--- src/rtl/unibus_intr_if.sv ---
// Unibus interrupt-arbitration signal bundle: BR/BG, SACK/BBSY/INTR handshake, data and SSYN.
// master is the processor-side arbiter, slave is the requesting device side.
interface unibus_intr_if;
  logic [7:4] bus_br;
  logic       bus_sack;
  logic       bus_bbsy;
  logic       bus_intr;
  logic [15:0] bus_d;
  logic [7:4] bus_bg_out;
  logic       bus_ssyn_out;

  modport master (
    input  bus_br, bus_sack, bus_bbsy, bus_intr, bus_d,
    output bus_bg_out, bus_ssyn_out
  );

  modport slave (
    output bus_br, bus_sack, bus_bbsy, bus_intr, bus_d,
    input  bus_bg_out, bus_ssyn_out
  );
endinterface

--- src/rtl/unibus_intr_arb.sv ---
// Processor-side Unibus BR/BG interrupt arbiter: deskews requests, grants one level,
// runs the SACK/INTR handshake and hands the captured vector to the CPU.
module unibus_intr_arb #(
  parameter int unsigned DESKEW    = 2,
  parameter int unsigned SSYN_DLY  = 8,
  parameter int unsigned GRANT_TMO = 255
) (
  input  logic        clk,
  input  logic        reset,
  input  logic        bus_init,
  unibus_intr_if.master bus,
  input  logic [2:0]  cpu_pri,
  input  logic        grant_ok,
  output logic        vec_valid,
  output logic [15:0] vec,
  output logic [2:0]  vec_pri,
  input  logic        vec_ack
);

  localparam int unsigned DW = (DESKEW > 1)    ? $clog2(DESKEW + 1)    : 1;
  localparam int unsigned TW = (GRANT_TMO > 1) ? $clog2(GRANT_TMO + 1) : 1;
  localparam int unsigned SW = (SSYN_DLY > 1)  ? $clog2(SSYN_DLY + 1)  : 1;

  typedef enum logic [2:0] {IDLE, GRANT, WAIT_INTR, STROBE, HOLD} state_t;

  state_t        state, state_nxt;
  logic [2:0]    win;
  logic [2:0]    cand, cand_nxt;
  logic [2:0]    lvl, lvl_nxt;
  logic [DW-1:0] dsk, dsk_nxt;
  logic [TW-1:0] tmo, tmo_nxt, tmo_inc;
  logic [SW-1:0] dly, dly_nxt, dly_inc;
  logic          vv_nxt;
  logic [15:0]   vec_nxt;
  logic [2:0]    vpri_nxt;

  // Fixed priority, BR7 highest; a level must exceed the processor priority.
  always_comb begin
    win = 3'd0;
    if      (bus.bus_br[7] && cpu_pri < 3'd7) win = 3'd7;
    else if (bus.bus_br[6] && cpu_pri < 3'd6) win = 3'd6;
    else if (bus.bus_br[5] && cpu_pri < 3'd5) win = 3'd5;
    else if (bus.bus_br[4] && cpu_pri < 3'd4) win = 3'd4;
  end

  always_ff @(posedge clk or negedge reset) begin
    if (!reset) begin
      state     <= IDLE;
      cand      <= '0;
      lvl       <= '0;
      dsk       <= '0;
      tmo       <= '0;
      dly       <= '0;
      vec_valid <= 1'b0;
      vec       <= '0;
      vec_pri   <= '0;
    end else if (bus_init) begin
      state     <= IDLE;
      cand      <= '0;
      lvl       <= '0;
      dsk       <= '0;
      tmo       <= '0;
      dly       <= '0;
      vec_valid <= 1'b0;
      vec       <= '0;
      vec_pri   <= '0;
    end else begin
      state     <= state_nxt;
      cand      <= cand_nxt;
      lvl       <= lvl_nxt;
      dsk       <= dsk_nxt;
      tmo       <= tmo_nxt;
      dly       <= dly_nxt;
      vec_valid <= vv_nxt;
      vec       <= vec_nxt;
      vec_pri   <= vpri_nxt;
    end
  end

  always_comb begin
    state_nxt = state;
    cand_nxt  = cand;
    lvl_nxt   = lvl;
    dsk_nxt   = dsk;
    tmo_nxt   = tmo;
    dly_nxt   = dly;
    tmo_inc   = tmo + 1'b1;
    dly_inc   = dly + 1'b1;
    vv_nxt    = vec_valid & ~vec_ack;
    vec_nxt   = vec;
    vpri_nxt  = vec_pri;

    case (state)
      IDLE: begin
        // dsk is the run length of cand, saturating at DESKEW
        cand_nxt = win;
        if (win == 3'd0)
          dsk_nxt = '0;
        else if (win != cand)
          dsk_nxt = DW'(1);
        else if (dsk != DW'(DESKEW))
          dsk_nxt = dsk + 1'b1;
        if (win != 3'd0 && win == cand && dsk == DW'(DESKEW) && grant_ok && !vec_valid) begin
          state_nxt = GRANT;
          lvl_nxt   = win;
          cand_nxt  = '0;
          dsk_nxt   = '0;
          tmo_nxt   = '0;
        end
      end

      GRANT: begin
        if (bus.bus_sack) begin
          state_nxt = WAIT_INTR;
          tmo_nxt   = '0;
        end else if (tmo_inc == TW'(GRANT_TMO)) begin
          state_nxt = IDLE;
          tmo_nxt   = '0;
        end else begin
          tmo_nxt = tmo_inc;
        end
      end

      WAIT_INTR: begin
        if (bus.bus_intr) begin
          state_nxt = STROBE;
          dly_nxt   = '0;
          tmo_nxt   = '0;
        end else if (!bus.bus_sack && !bus.bus_bbsy) begin
          if (tmo_inc == TW'(GRANT_TMO)) begin
            state_nxt = IDLE;
            tmo_nxt   = '0;
          end else begin
            tmo_nxt = tmo_inc;
          end
        end else begin
          tmo_nxt = '0;
        end
      end

      STROBE: begin
        if (!bus.bus_intr) begin
          state_nxt = IDLE;
          dly_nxt   = '0;
        end else if (dly_inc == SW'(SSYN_DLY)) begin
          state_nxt = HOLD;
          dly_nxt   = '0;
          vv_nxt    = 1'b1;
          vec_nxt   = bus.bus_d & 16'hFFFC;
          vpri_nxt  = lvl;
        end else begin
          dly_nxt = dly_inc;
        end
      end

      HOLD: begin
        if (!bus.bus_intr) state_nxt = IDLE;
      end

      default: state_nxt = IDLE;
    endcase
  end

  // Grant and SSYN decode from disjoint states, so they can never overlap.
  always_comb begin
    bus.bus_bg_out   = (state == GRANT) ? (4'b0001 << (lvl - 3'd4)) : 4'b0000;
    bus.bus_ssyn_out = (state == HOLD);
  end

endmodule

--- src/flat_wrapper.sv ---
// flat-port wrapper written by rule: the top's interface ports become plain ports
module unibus_intr_arb_flat 
#(
  parameter int unsigned DESKEW    = 2,
  parameter int unsigned SSYN_DLY  = 8,
  parameter int unsigned GRANT_TMO = 255
)
  (clk, reset, bus_init, cpu_pri, grant_ok, vec_valid, vec, vec_pri, vec_ack, bus_bus_br, bus_bus_sack, bus_bus_bbsy, bus_bus_intr, bus_bus_d, bus_bus_bg_out, bus_bus_ssyn_out);
  unibus_intr_if bus_i ();
  input  logic clk;
  input  logic reset;
  input  logic bus_init;
  input  logic [2:0] cpu_pri;
  input  logic grant_ok;
  output logic vec_valid;
  output logic [15:0] vec;
  output logic [2:0] vec_pri;
  input  logic vec_ack;
  input wire logic [$bits(bus_i.bus_br)-1:0] bus_bus_br;
  input wire logic [$bits(bus_i.bus_sack)-1:0] bus_bus_sack;
  input wire logic [$bits(bus_i.bus_bbsy)-1:0] bus_bus_bbsy;
  input wire logic [$bits(bus_i.bus_intr)-1:0] bus_bus_intr;
  input wire logic [$bits(bus_i.bus_d)-1:0] bus_bus_d;
  output wire logic [$bits(bus_i.bus_bg_out)-1:0] bus_bus_bg_out;
  output wire logic [$bits(bus_i.bus_ssyn_out)-1:0] bus_bus_ssyn_out;
  assign bus_i.bus_br = bus_bus_br;
  assign bus_i.bus_sack = bus_bus_sack;
  assign bus_i.bus_bbsy = bus_bus_bbsy;
  assign bus_i.bus_intr = bus_bus_intr;
  assign bus_i.bus_d = bus_bus_d;
  assign bus_bus_bg_out = bus_i.bus_bg_out;
  assign bus_bus_ssyn_out = bus_i.bus_ssyn_out;
  unibus_intr_arb #(.DESKEW(DESKEW), .SSYN_DLY(SSYN_DLY), .GRANT_TMO(GRANT_TMO)) u_core (.clk(clk), .reset(reset), .bus_init(bus_init), .bus(bus_i), .cpu_pri(cpu_pri), .grant_ok(grant_ok), .vec_valid(vec_valid), .vec(vec), .vec_pri(vec_pri), .vec_ack(vec_ack));
endmodule
--- config.mk ---
export PLATFORM = sky130hd
export DESIGN_NAME = unibus_intr_arb_flat
export DESIGN_NICKNAME = d
export VERILOG_FILES = /design/src/rtl/unibus_intr_if.sv /design/src/rtl/unibus_intr_arb.sv /design/src/flat_wrapper.sv
export SDC_FILE = /design/constraint.sdc
export NUM_CORES = 1
export LEC_CHECK = 0
export CORE_MARGIN = 2
export CORE_UTILIZATION = 53
export DETAILED_ROUTE_END_ITERATION = 16
export PLACE_DENSITY = 0.86
export SYNTH_ARGS = -nofsm -noshare
export SYNTH_HDL_FRONTEND = slang
export SYNTH_SLANG_ARGS = --single-unit
--- constraint.sdc ---
create_clock -name clk -period 6.4 [get_ports clk]
set_input_delay 0.64 -clock clk [delete_from_list [all_inputs] [get_ports clk]]
set_output_delay 0.64 -clock clk [all_outputs]
set_load 0.03 [all_outputs]
==> results of run 1 <==
-- metal layers --
metal  part of all wire [%]  wire [um]  GRT usage [%]
met1                     45       2280           29.0
met2                     47       2400           35.8
met3                    7.6        388           8.58
met4                   0.86         44           6.97
met5                      0          0              0
-- power breakdown --
part	switching [mW]	total, mW	internal (mW)
Combinational	0.0703	0.124	0.0542
Clock	0.0910	0.246	0.155
Sequential	0.0226	0.296	0.273
Total	0.184	0.666	0.482
-- path summary, 6_finish.rpt --
path | startpoint | end | slack [ns] | depth (start not counted)
hold / removal | reset | u_core.tmo[3]$_DFFE_PN0P_ | 0.45 | 1
min in group clk | u_core.vec[13]$_DFFE_PN0P_ | u_core.vec[13]$_DFFE_PN0P_ | 0.51 | 1
hold reg to reg | u_core.vec[13]$_DFFE_PN0P_ | u_core.vec[13]$_DFFE_PN0P_ | 0.51 | 1
setup reg to reg | u_core.dly[0]$_DFFE_PN0P_ | u_core.vec[14]$_DFFE_PN0P_ | 4.00 | 6
max in group asynchronous | reset | u_core.vec[14]$_DFFE_PN0P_ | 5.40 | 1
setup / recovery | bus_bus_br[3] | u_core.lvl[0]$_DFFE_PN0P_ | 3.29 | 6
-- flip-flops by register name, summed over array words and instances (netlist names) --
register / cells
u_core.lvl: 3
u_core.vec: 14
u_core.state: 3
u_core.vec_pri: 3
u_core.vec_valid: 1
u_core.dly: 4
u_core.cand: 3
u_core.dsk: 2
u_core.tmo: 8
-- final cells by class --
| cell class | instances | area [um2] |
|---|---|---|
| Clock inverter | 3 | 65.1 |
| Multi-Input combinational cell | 183 | 1170 |
| Sequential cell | 41 | 1030 |
| Clock buffer | 5 | 68.8 |
| Tap cell | 50 | 62.6 |
| Timing Repair Buffer | 52 | 513 |
| Inverter | 6 | 22.5 |
| Fill cell | 314 | 1120 |
-- synth_stat cells (all sizes together) (2+ instances only) --
library cell and count:
dfrtp 41, nand2 23, a22o 19, o21ai 19, nor2 17, nor2b 10, nand3 9, nor3 9
a21oi 7, clkbuf 7, and2 6, inv 6, ha 5, a31oi 4, and3 4, buf 4
o22ai 4, nand2b 3, nor3b 3, o211ai 3, or2 3, xnor2 3, a211o 2, a211oi 2
a21boi 2, mux2 2, nand3b 2, or3 2
-- stage by stage --
stage,cell area (um2),hold WS (ns)
2_1_floorplan,2280,0.344
3_3_place_gp,2800,0.482
3_5_place_dp,2800,0.486
4_1_cts,2930,0.499
5_1_grt,2930,0.520
6_report,2930,0.454
-- worst register-to-register path: stages (launching register included) --
cell	delay [ns]
dfrtp_1	0.45
ha_1	0.28
nor2_1	0.11
nand2_1	0.06
a21boi_0	0.52
and2_1	0.66
a22o_1	0.26
-- cell families (layout without fill, tap and decap cells) --
group / Yosys count / count (layout) / share of synthesized area [%]
AND/OR/NAND/NOR: 97 / 97 / 22.5
AO/OA/AOI/OAI: 74 / 74 / 23.7
flip-flops: 41 / 41 / 45.1
buffers and inverters: 17 / 66 / 3.52
adder cells (fa/ha/maj): 5 / 5 / 2.75
XOR/XNOR: 3 / 3 / 1.15
multiplexers: 2 / 2 / 1.15
other: 1 / 2 / 0.165
==> flow_metrics.py, run 1 <==
metrics = {
    "status": {
        "status": "finished, final reports clean",
    },
    "drt": {
        "totalWireLength_um": 5110,
        "vias": 1971,
        "dr.pass1.iters": 4,
        "via_per_inst": 5.80,
        "drtAntennaViolNets": 0,
        "post_drt_wl_per_cell_um": 15.0,
        "drt_iter0_drc": 86,
        "drcViolationCount": 0,
    },
    "floorplanning": {
        "start_util_pct": 56.1,
        "placementRows": 23,
        "fp.dieArea_mm2": 0.00484,
        "die_w_um": 69.6,
        "coreArea_mm2": 0.00406,
        "die_height_um": 69.6,
        "io_pins": 56,
    },
    "timing": {
        "slew_violations": 0,
        "worstMarginPinSlew_ns": 0.870,
        "worst_slack_ns": 3.29,
        "setup-violations-final": 0,
        "rsz0062_at_grt": "false",
        "setup_tns_ns": 0,
        "fin_skew_ns": 0.00681,
        "slew_headroom_pct": 42.0,
        "fmax_ghz": 0.322,
        "hold_violations": 0,
        "period_needed_ns": 3.11,
        "fin_crit_sh_pct": 48.6,
    },
    "synth": {
        "synthTopCellsByArea": "dfrtp_1, a22o_1, o21ai_0, nand2_1, nor2_1",
        "synthFlopType": "dfrtp_1",
        "synth_edf_count": 0,
        "seq_area_frac_synth_pct": 45.1,
        "synth-seq-cells": 41,
        "avgSynthCellArea_um2": 9.49,
        "syn_inst": 240,
        "netlist.area_leader.share_pct": 45.1,
        "yosys_warnings": 0,
        "syn_area_mm2": 0.00228,
        "yosysTopAreaCell": "dfrtp_1",
        "synth.distinct_cells": 52,
        "synthArstFlopShare_pct": 100,
    },
    "critical_path": {
        "crit_arrival_ns": 3.29,
        "worst-path-buf-inv": 1,
        "path_cells": "clkdlybuf4s50_1 -> nor2b_1 -> or2_1 -> or4_4 -> a2111oi_4 -> mux2_1",
        "path_class": "input pin to flop",
        "cp-end-kind": "flop",
        "cp-start-kind": "input pin",
        "crit_family": "simple AND/OR/NAND/NOR gates",
        "required_ns": 6.58,
        "crit_fanout": 11,
        "slowest_delay_ns": 0.73,
        "crit_slowest_cell": "a2111oi_4",
    },
    "grt": {
        "antenna_found_initial": 0,
        "grt_pass1_wl_um": 8850,
        "overflow": 0,
        "first_global_vias": 1958,
        "grt_max_degree": 42,
        "groute.usage.overall_pct": 22.7,
    },
    "clock_network": {
        "path_clk_slew_ns": 0.08,
        "clock_latency_ns": 0.29,
        "numCtsBuffers": 5,
        "cts-root-buf": "clkbuf_8",
        "cts_setup_buffers": 0,
        "clk_path_buf_depth": 2,
        "cts_htree_levels": 2,
        "cts_tree": "built",
        "cts_sinks": 41,
        "ctsHoldBuffers": 0,
        "postCtsResizedCells": 0,
    },
    "power_and_ir_drop": {
        "p_per_area_mw_per_mm2": 227,
        "ir_worst_vdd_mv": 0.178,
        "p_leak_nw": 1.26,
        "power.total_uw": 666,
    },
    "worst_hold_path": {
        "hold_path.class": "input pin to async pin",
    },
    "final_layout": {
        "instances_no_fill": 340,
        "mostFrequentLayoutCells": "clkdlybuf4s50_1, dfrtp_1, nand2_1, a22o_1, o21ai_0",
        "areaGrowthSynthToFinish_pct": 28.8,
        "drive_gt1_share_pct": 5.86,
        "final_core_util_pct": 72.3,
        "finalNetCount": 325,
        "layout_commonest_cell": "clkdlybuf4s50_1",
        "n_antenna_cell": 0,
    },
    "place": {
        "dp_cells": 332,
        "post-place-ws_ns": 3.00,
        "post-dp-hpwl_um": 3600,
        "gp_congestion": 0.832,
        "portBuffers": 51,
    },
    "run": {
        "drv_cap": 0,
    },
}
Power figures use the tool's default switching activity.
==> run 2: changes to the inputs <==
--- a/config.mk
+++ b/config.mk
@@ -6,9 +6,9 @@
 export NUM_CORES = 1
 export LEC_CHECK = 0
 export CORE_MARGIN = 2
-export CORE_UTILIZATION = 53
+export CORE_UTILIZATION = 49
 export DETAILED_ROUTE_END_ITERATION = 16
-export PLACE_DENSITY = 0.86
+export PLACE_DENSITY = 0.8
 export SYNTH_ARGS = -nofsm -noshare
 export SYNTH_HDL_FRONTEND = slang
 export SYNTH_SLANG_ARGS = --single-unit
==> constraint.sdc (replaced) <==
create_clock -name clk -period 2.9 [get_ports clk]
set_input_delay 0.29 -clock clk [delete_from_list [all_inputs] [get_ports clk]]
set_output_delay 0.29 -clock clk [all_outputs]
set_load 0.03 [all_outputs]
==> flow_metrics.py, run 2 (synthesis gave the netlist of run 1 again) <==
metrics = {
    "status": {
        "status": "finished, final reports clean",
    },
    "final_layout": {
        "mostFrequentLayoutCells": "clkdlybuf4s50_1, dfrtp_1, nand2_1, a22o_1, o21ai_0",
        "areaGrowthSynthToFinish_pct": 29.3,
        "max_flop_register": "u_core.vec",
        "largest_reg_flops": 14,
        "n_antenna_cell": 0,
        "drive_gt1_share_pct": 6.83,
        "reg_top3": "u_core.vec x14, u_core.tmo x8, u_core.dly x4",
        "finalNetCount": 328,
        "final_cell_area_mm2": 0.00294,
        "layout_commonest_cell": "clkdlybuf4s50_1",
    },
    "timing": {
        "setup_tns_ns": 0,
        "rsz0062_at_grt": "false",
        "slew_violations": 0,
        "hold_violations": 0,
        "fmax_ghz": 0.386,
        "fin_crit_sh_pct": 89.2,
        "slew_headroom_pct": 40.6,
        "fin_skew_ns": 0.00554,
        "setup-violations-final": 0,
        "worstMarginPinSlew_ns": 0.891,
        "period_needed_ns": 2.59,
        "whs_ns": 0.123,
    },
    "power_and_ir_drop": {
        "p_per_area_mw_per_mm2": 480,
        "clockPowerShare_pct": 33.9,
        "switching_share_pct": 29.0,
        "p_leak_nw": 1.27,
        "seqPwrFrac_pct": 46.3,
        "ir_worst_vdd_mv": 0.370,
        "p_sw_uw": 411,
        "p_int_mw": 1.00,
        "p_comb_share_pct": 19.8,
    },
    "grt": {
        "groute.usage.overall_pct": 20.8,
        "overflow": 0,
        "grt_max_degree": 42,
        "grt_pass1_wl_um": 8690,
        "first_global_vias": 1944,
        "antenna_found_initial": 0,
    },
    "clock_network": {
        "clk_path_buf_depth": 2,
        "ctsHoldBuffers": 0,
        "postCtsResizedCells": 0,
        "cts_setup_buffers": 0,
        "path_clk_slew_ns": 0.08,
        "clock_latency_ns": 0.29,
        "numCtsBuffers": 5,
        "cts_htree_levels": 2,
        "cts-root-buf": "clkbuf_8",
        "cts_tree": "built",
        "cts_sinks": 41,
    },
    "critical_path": {
        "required_ns": 2.61,
        "path_cells": "nand2_1 -> nor3_1 -> nor3b_1 -> clkdlybuf4s50_1",
        "crit_fanout": 13,
        "path_class": "flop to output pin",
        "cp-end-kind": "output pin",
        "crit_slowest_cell": "clkdlybuf4s50_1",
        "slowest_delay_ns": 0.72,
        "cp-start-kind": "flop",
        "crit_arrival_ns": 2.30,
    },
    "drt": {
        "totalWireLength_um": 5120,
        "dr.pass1.iters": 5,
        "via_per_inst": 5.83,
        "drtAntennaViolNets": 0,
        "drt_iter0_drc": 134,
        "post_drt_wl_per_cell_um": 14.8,
        "drcViolationCount": 0,
        "vias": 2011,
    },
    "place": {
        "gp_congestion": 0.808,
        "postPlaceCellArea_mm2": 0.00282,
        "post-dp-hpwl_um": 3560,
        "portBuffers": 51,
    },
    "floorplanning": {
        "start_util_pct": 51.6,
        "fp.dieArea_mm2": 0.00521,
        "coreArea_mm2": 0.00441,
        "io_pins": 56,
        "die_height_um": 72.2,
        "die_w_um": 72.2,
        "placementRows": 24,
    },
    "run": {
        "drv_cap": 0,
    },
    "worst_hold_path": {
        "hold_path.class": "input pin to async pin",
    },
}
run 2: changes by cell type in the layout (fill, tap and decap cells not counted):
cell	previous run	this run
clkinv_2	1	0
clkinvlp_4	0	1
clkbuf_8	5	6
buf_4	1	4
bufinv_16	2	1
run 2: final cells by class:
class / instances / area [um2]
clock inverters: 2 / 37.5
multi-input cells: 183 / 1170
fillers: 358 / 1470
well taps: 52 / 65.1
clock buffers: 6 / 82.6
repair buffers: 55 / 536
flip-flops and latches: 41 / 1030
inverters: 6 / 22.5
run 2: stage by stage:
step | std cells | setup slack (ns) | total power, mW | util, %
floorplan | 241 | 0.644 | 0.847 | -
global placement | 337 | 0.159 | 0.934 | 64.0
detailed placement | 337 | 0.149 | 0.944 | 64.0
CTS | 345 | 0.336 | 1.43 | 66.7
global route | 345 | 0.156 | 1.49 | 66.7
finish | 345 | 0.312 | 1.41 | 66.7
run 2: metal layers:
metal | vias up | share of wire (%) | GRT usage (%)
li1 | 976 | - | -
met1 | 970 | 45 | 27.4
met2 | 60 | 47 | 33.4
met3 | 5 | 6.6 | 5.69
met4 | 0 | 0.90 | 6.71
met5 | - | 0 | 0
run 2: final timing paths:
check                      depth (start not counted)                         end  slack, ns                        start
min reg2reg                                        1   u_core.vec[6]$_DFFE_PN0P_       0.50    u_core.vec[6]$_DFFE_PN0P_
min in group clk                                   1   u_core.vec[6]$_DFFE_PN0P_       0.50    u_core.vec[6]$_DFFE_PN0P_
max reg2reg                                        7   u_core.vec[3]$_DFFE_PN0P_       0.65    u_core.dly[0]$_DFFE_PN0P_
max in group asynchronous                          1  u_core.vec[10]$_DFFE_PN0P_       2.22                        reset
max                                                4           bus_bus_bg_out[0]       0.31  u_core.state[0]$_DFFE_PN0P_
min                                                1   u_core.tmo[0]$_DFFE_PN0P_       0.12                        reset
run 2: power by group through the flow:
| stage | sequential (mW) | combinational, mW | clock, mW |
|---|---|---|---|
| after floorplan | 0.632 | 0.215 | 0 |
| after global placement | 0.663 | 0.271 | 0 |
| after detailed placement | 0.665 | 0.280 | 0 |
| after CTS | 0.653 | 0.281 | 0.491 |
| after global routing | 0.663 | 0.313 | 0.510 |
| final | 0.655 | 0.279 | 0.480 |
run 2: worst max-delay path, delay by kind of cell, from the launching register on:
family,cells,cell delay [ns]
buffers and inverters,1,0.72
flip-flops,1,0.57
AND/OR/NAND/NOR,3,0.72
==> run 3: changes to the inputs <==
--- a/config.mk
+++ b/config.mk
@@ -5,10 +5,11 @@
 export SDC_FILE = /design/constraint.sdc
 export NUM_CORES = 1
 export LEC_CHECK = 0
+export ABC_AREA = 1
 export CORE_MARGIN = 2
-export CORE_UTILIZATION = 49
+export CORE_UTILIZATION = 50
 export DETAILED_ROUTE_END_ITERATION = 16
-export PLACE_DENSITY = 0.8
+export PLACE_DENSITY = 0.81
 export SYNTH_ARGS = -nofsm -noshare
 export SYNTH_HDL_FRONTEND = slang
 export SYNTH_SLANG_ARGS = --single-unit
==> flow_metrics.py, run 3 <==
metrics = {
    "synth": {
        "seq_area_frac_synth_pct": 44.1,
        "synthTopCellsByArea": "dfrtp_1, nand2_1, nand3_1, inv_1, o21ai_0",
        "synth_xor_area_share_pct": 1.88,
        "avgSynthCellArea_um2": 7.63,
        "yosys_warnings": 0,
        "syn_area_mm2": 0.00233,
        "synth_edf_count": 0,
        "synth-seq-cells": 41,
        "netlist.area_leader.share_pct": 44.1,
        "synth_mux_area_share_pct": 0,
        "synth_commonest_cells": "nand2_1, inv_1, dfrtp_1",
        "synth_compound_area_share_pct": 9.19,
        "synthArstFlopShare_pct": 100,
        "synth_fa_ha_area_share_pct": 2.69,
        "syn_inst": 305,
        "synth.distinct_cells": 32,
        "synth_top_family_by_area": "simple AND/OR/NAND/NOR gates",
        "synthFlopType": "dfrtp_1",
        "yosys.area_share.simple_pct": 32.2,
        "yosysTopAreaCell": "dfrtp_1",
        "synth_most_common_cell": "nand2_1",
    },
    "clock_network": {
        "cts_tree": "built",
        "clk_path_buf_depth": 2,
        "clock_latency_ns": 0.29,
        "cts_htree_levels": 2,
        "postCtsResizedCells": 0,
        "path_clk_slew_ns": 0.08,
        "ctsHoldBuffers": 0,
        "cts-root-buf": "clkbuf_8",
        "cts_setup_buffers": 0,
        "cts_sinks": 41,
        "numCtsBuffers": 5,
    },
    "place": {
        "portBuffers": 51,
        "dp_cells": 403,
        "gp_congestion": 0.816,
        "post-dp-hpwl_um": 3780,
    },
    "drt": {
        "via_per_inst": 5.13,
        "post_drt_wl_per_cell_um": 12.2,
        "dr.pass1.iters": 4,
        "drcViolationCount": 0,
        "totalWireLength_um": 5000,
        "drtAntennaViolNets": 0,
        "drt_iter0_drc": 100,
        "vias": 2102,
    },
    "floorplanning": {
        "fp.dieArea_mm2": 0.00522,
        "die_height_um": 72.2,
        "die_w_um": 72.2,
        "io_pins": 56,
        "placementRows": 24,
        "coreArea_mm2": 0.00441,
        "start_util_pct": 52.7,
    },
    "power_and_ir_drop": {
        "p_per_area_mw_per_mm2": 425,
        "ir_worst_vdd_mv": 0.285,
        "power.total_mw": 1.26,
        "p_leak_nw": 1.40,
    },
    "timing": {
        "period_needed_ns": 2.45,
        "rsz0062_at_grt": "false",
        "worstMarginPinSlew_ns": 0.906,
        "slew_headroom_pct": 39.6,
        "fin_crit_sh_pct": 84.5,
        "fmax_ghz": 0.408,
        "hold_violations": 0,
        "setup_tns_ns": 0,
        "slew_violations": 0,
        "setup-violations-final": 0,
        "fin_skew_ns": 0.00385,
    },
    "critical_path": {
        "r2r_slack_ns": 0.98,
        "worstSetupEndpoint": "bus_bus_bg_out[0]",
        "cp-end-kind": "output pin",
        "r2r_cells": 6,
        "path_cells": "inv_1 -> nand3_1 -> nor4_1 -> clkdlybuf4s50_1",
        "cp.depth": 4,
        "rr_startpoint": "u_core.dly[0]$_DFFE_PN0P_",
        "cp-start-kind": "flop",
        "timing.rr.end": "u_core.vec_pri[0]$_DFFE_PN0P_",
        "slowest_delay_ns": 0.74,
        "required_ns": 2.61,
        "crit_slowest_cell": "clkdlybuf4s50_1",
        "crit_arrival_ns": 2.16,
        "setup.worst_path.start": "u_core.state[1]$_DFFE_PN0P_",
        "crit_fanout": 9,
        "worst-path-buf-inv": 2,
        "path_class": "flop to output pin",
        "crit_family": "buffers and inverters",
    },
    "grt": {
        "antenna_found_initial": 0,
        "groute.usage.overall_pct": 20.7,
        "grt_max_degree": 42,
        "grt_pass1_wl_um": 8680,
        "first_global_vias": 1980,
        "overflow": 0,
    },
    "run": {
        "drv_cap": 0,
    },
    "final_layout": {
        "max_flop_register": "u_core.vec",
        "drive_gt1_share_pct": 6.70,
        "layout_commonest_cell": "nand2_1",
        "mostFrequentLayoutCells": "nand2_1, clkdlybuf4s50_1, inv_1, dfrtp_1, nand3_1",
        "areaGrowthSynthToFinish_pct": 27.6,
        "n_antenna_cell": 0,
        "reg_top3": "u_core.vec x14, u_core.tmo x8, u_core.dly x4",
        "instances_no_fill": 410,
        "finalNetCount": 394,
        "largest_reg_flops": 14,
    },
    "worst_hold_path": {
        "hold_path.class": "input pin to async pin",
    },
    "status": {
        "status": "finished, final reports clean",
    },
}
[run 3: metrics by stage]
stage | hold slack (ns) | area [um2] | util, % | worst slack, ns
after floorplan | -0.00559 | 2330 | - | 0.987
after global placement | 0.470 | 2870 | 64.9 | 0.743
after detailed placement | 0.471 | 2870 | 64.9 | 0.681
after CTS | 0.157 | 2970 | 67.3 | 0.454
after global routing | 0.214 | 2970 | 67.3 | 0.333
final | 0.125 | 2970 | 67.3 | 0.449
[run 3: worst min-delay path by stage]
stage / to / cells after the start / slack [ns]
after floorplan: u_core.cand[0]$_DFFE_PN0P_ / 0 / -0.006
after global placement: u_core.tmo[6]$_DFFE_PN0P_ / 1 / 0.47
after detailed placement: u_core.tmo[5]$_DFFE_PN0P_ / 1 / 0.47
after CTS: u_core.tmo[5]$_DFFE_PN0P_ / 1 / 0.16
after global routing: u_core.tmo[6]$_DFFE_PN0P_ / 1 / 0.21
final: u_core.tmo[5]$_DFFE_PN0P_ / 1 / 0.13
[run 3: worst register-to-register path: cells and delay by family (launching register included)]
kind                     cells  cell delay [ns]
flip-flops                   1             0.43
XOR/XNOR                     1             0.19
buffers and inverters        1             0.39
adder cells (fa/ha/maj)      1             0.22
AND/OR/NAND/NOR              2             0.40
AO/OA/AOI/OAI                1             0.20
[run 3: area by class of cell]
type / count / area, um2
fillers: 399 / 1450
multi-input cells: 209 / 1080
flip-flops and latches: 41 / 1030
repair buffers: 52 / 513
inverters: 49 / 184
clock buffers: 5 / 68.8
well taps: 52 / 65.1
clock inverters: 2 / 35.0
[run 3: cells by family (layout without fill, tap and decap cells)]
family / Yosys count / count (layout)
AO/OA/AOI/OAI: 37 / 37
adder cells (fa/ha/maj): 5 / 5
XOR/XNOR: 5 / 5
buffers and inverters: 56 / 108
flip-flops: 41 / 41
AND/OR/NAND/NOR: 160 / 160
other: 1 / 2
[run 3: report_power, final]
group,switching [mW],internal (mW),total (mW)
combinational,0.131,0.0825,0.213
sequential,0.0172,0.592,0.609
clock,0.188,0.250,0.438
[run 3: routing by layer]
layer	GRT usage [%]	up-vias	part of all wire (%)
met1	27.7	969	46
li1	-	1094	-
met5	0	-	0
met4	6.08	0	1.0
met3	3.06	8	3.4
met2	34.9	31	49
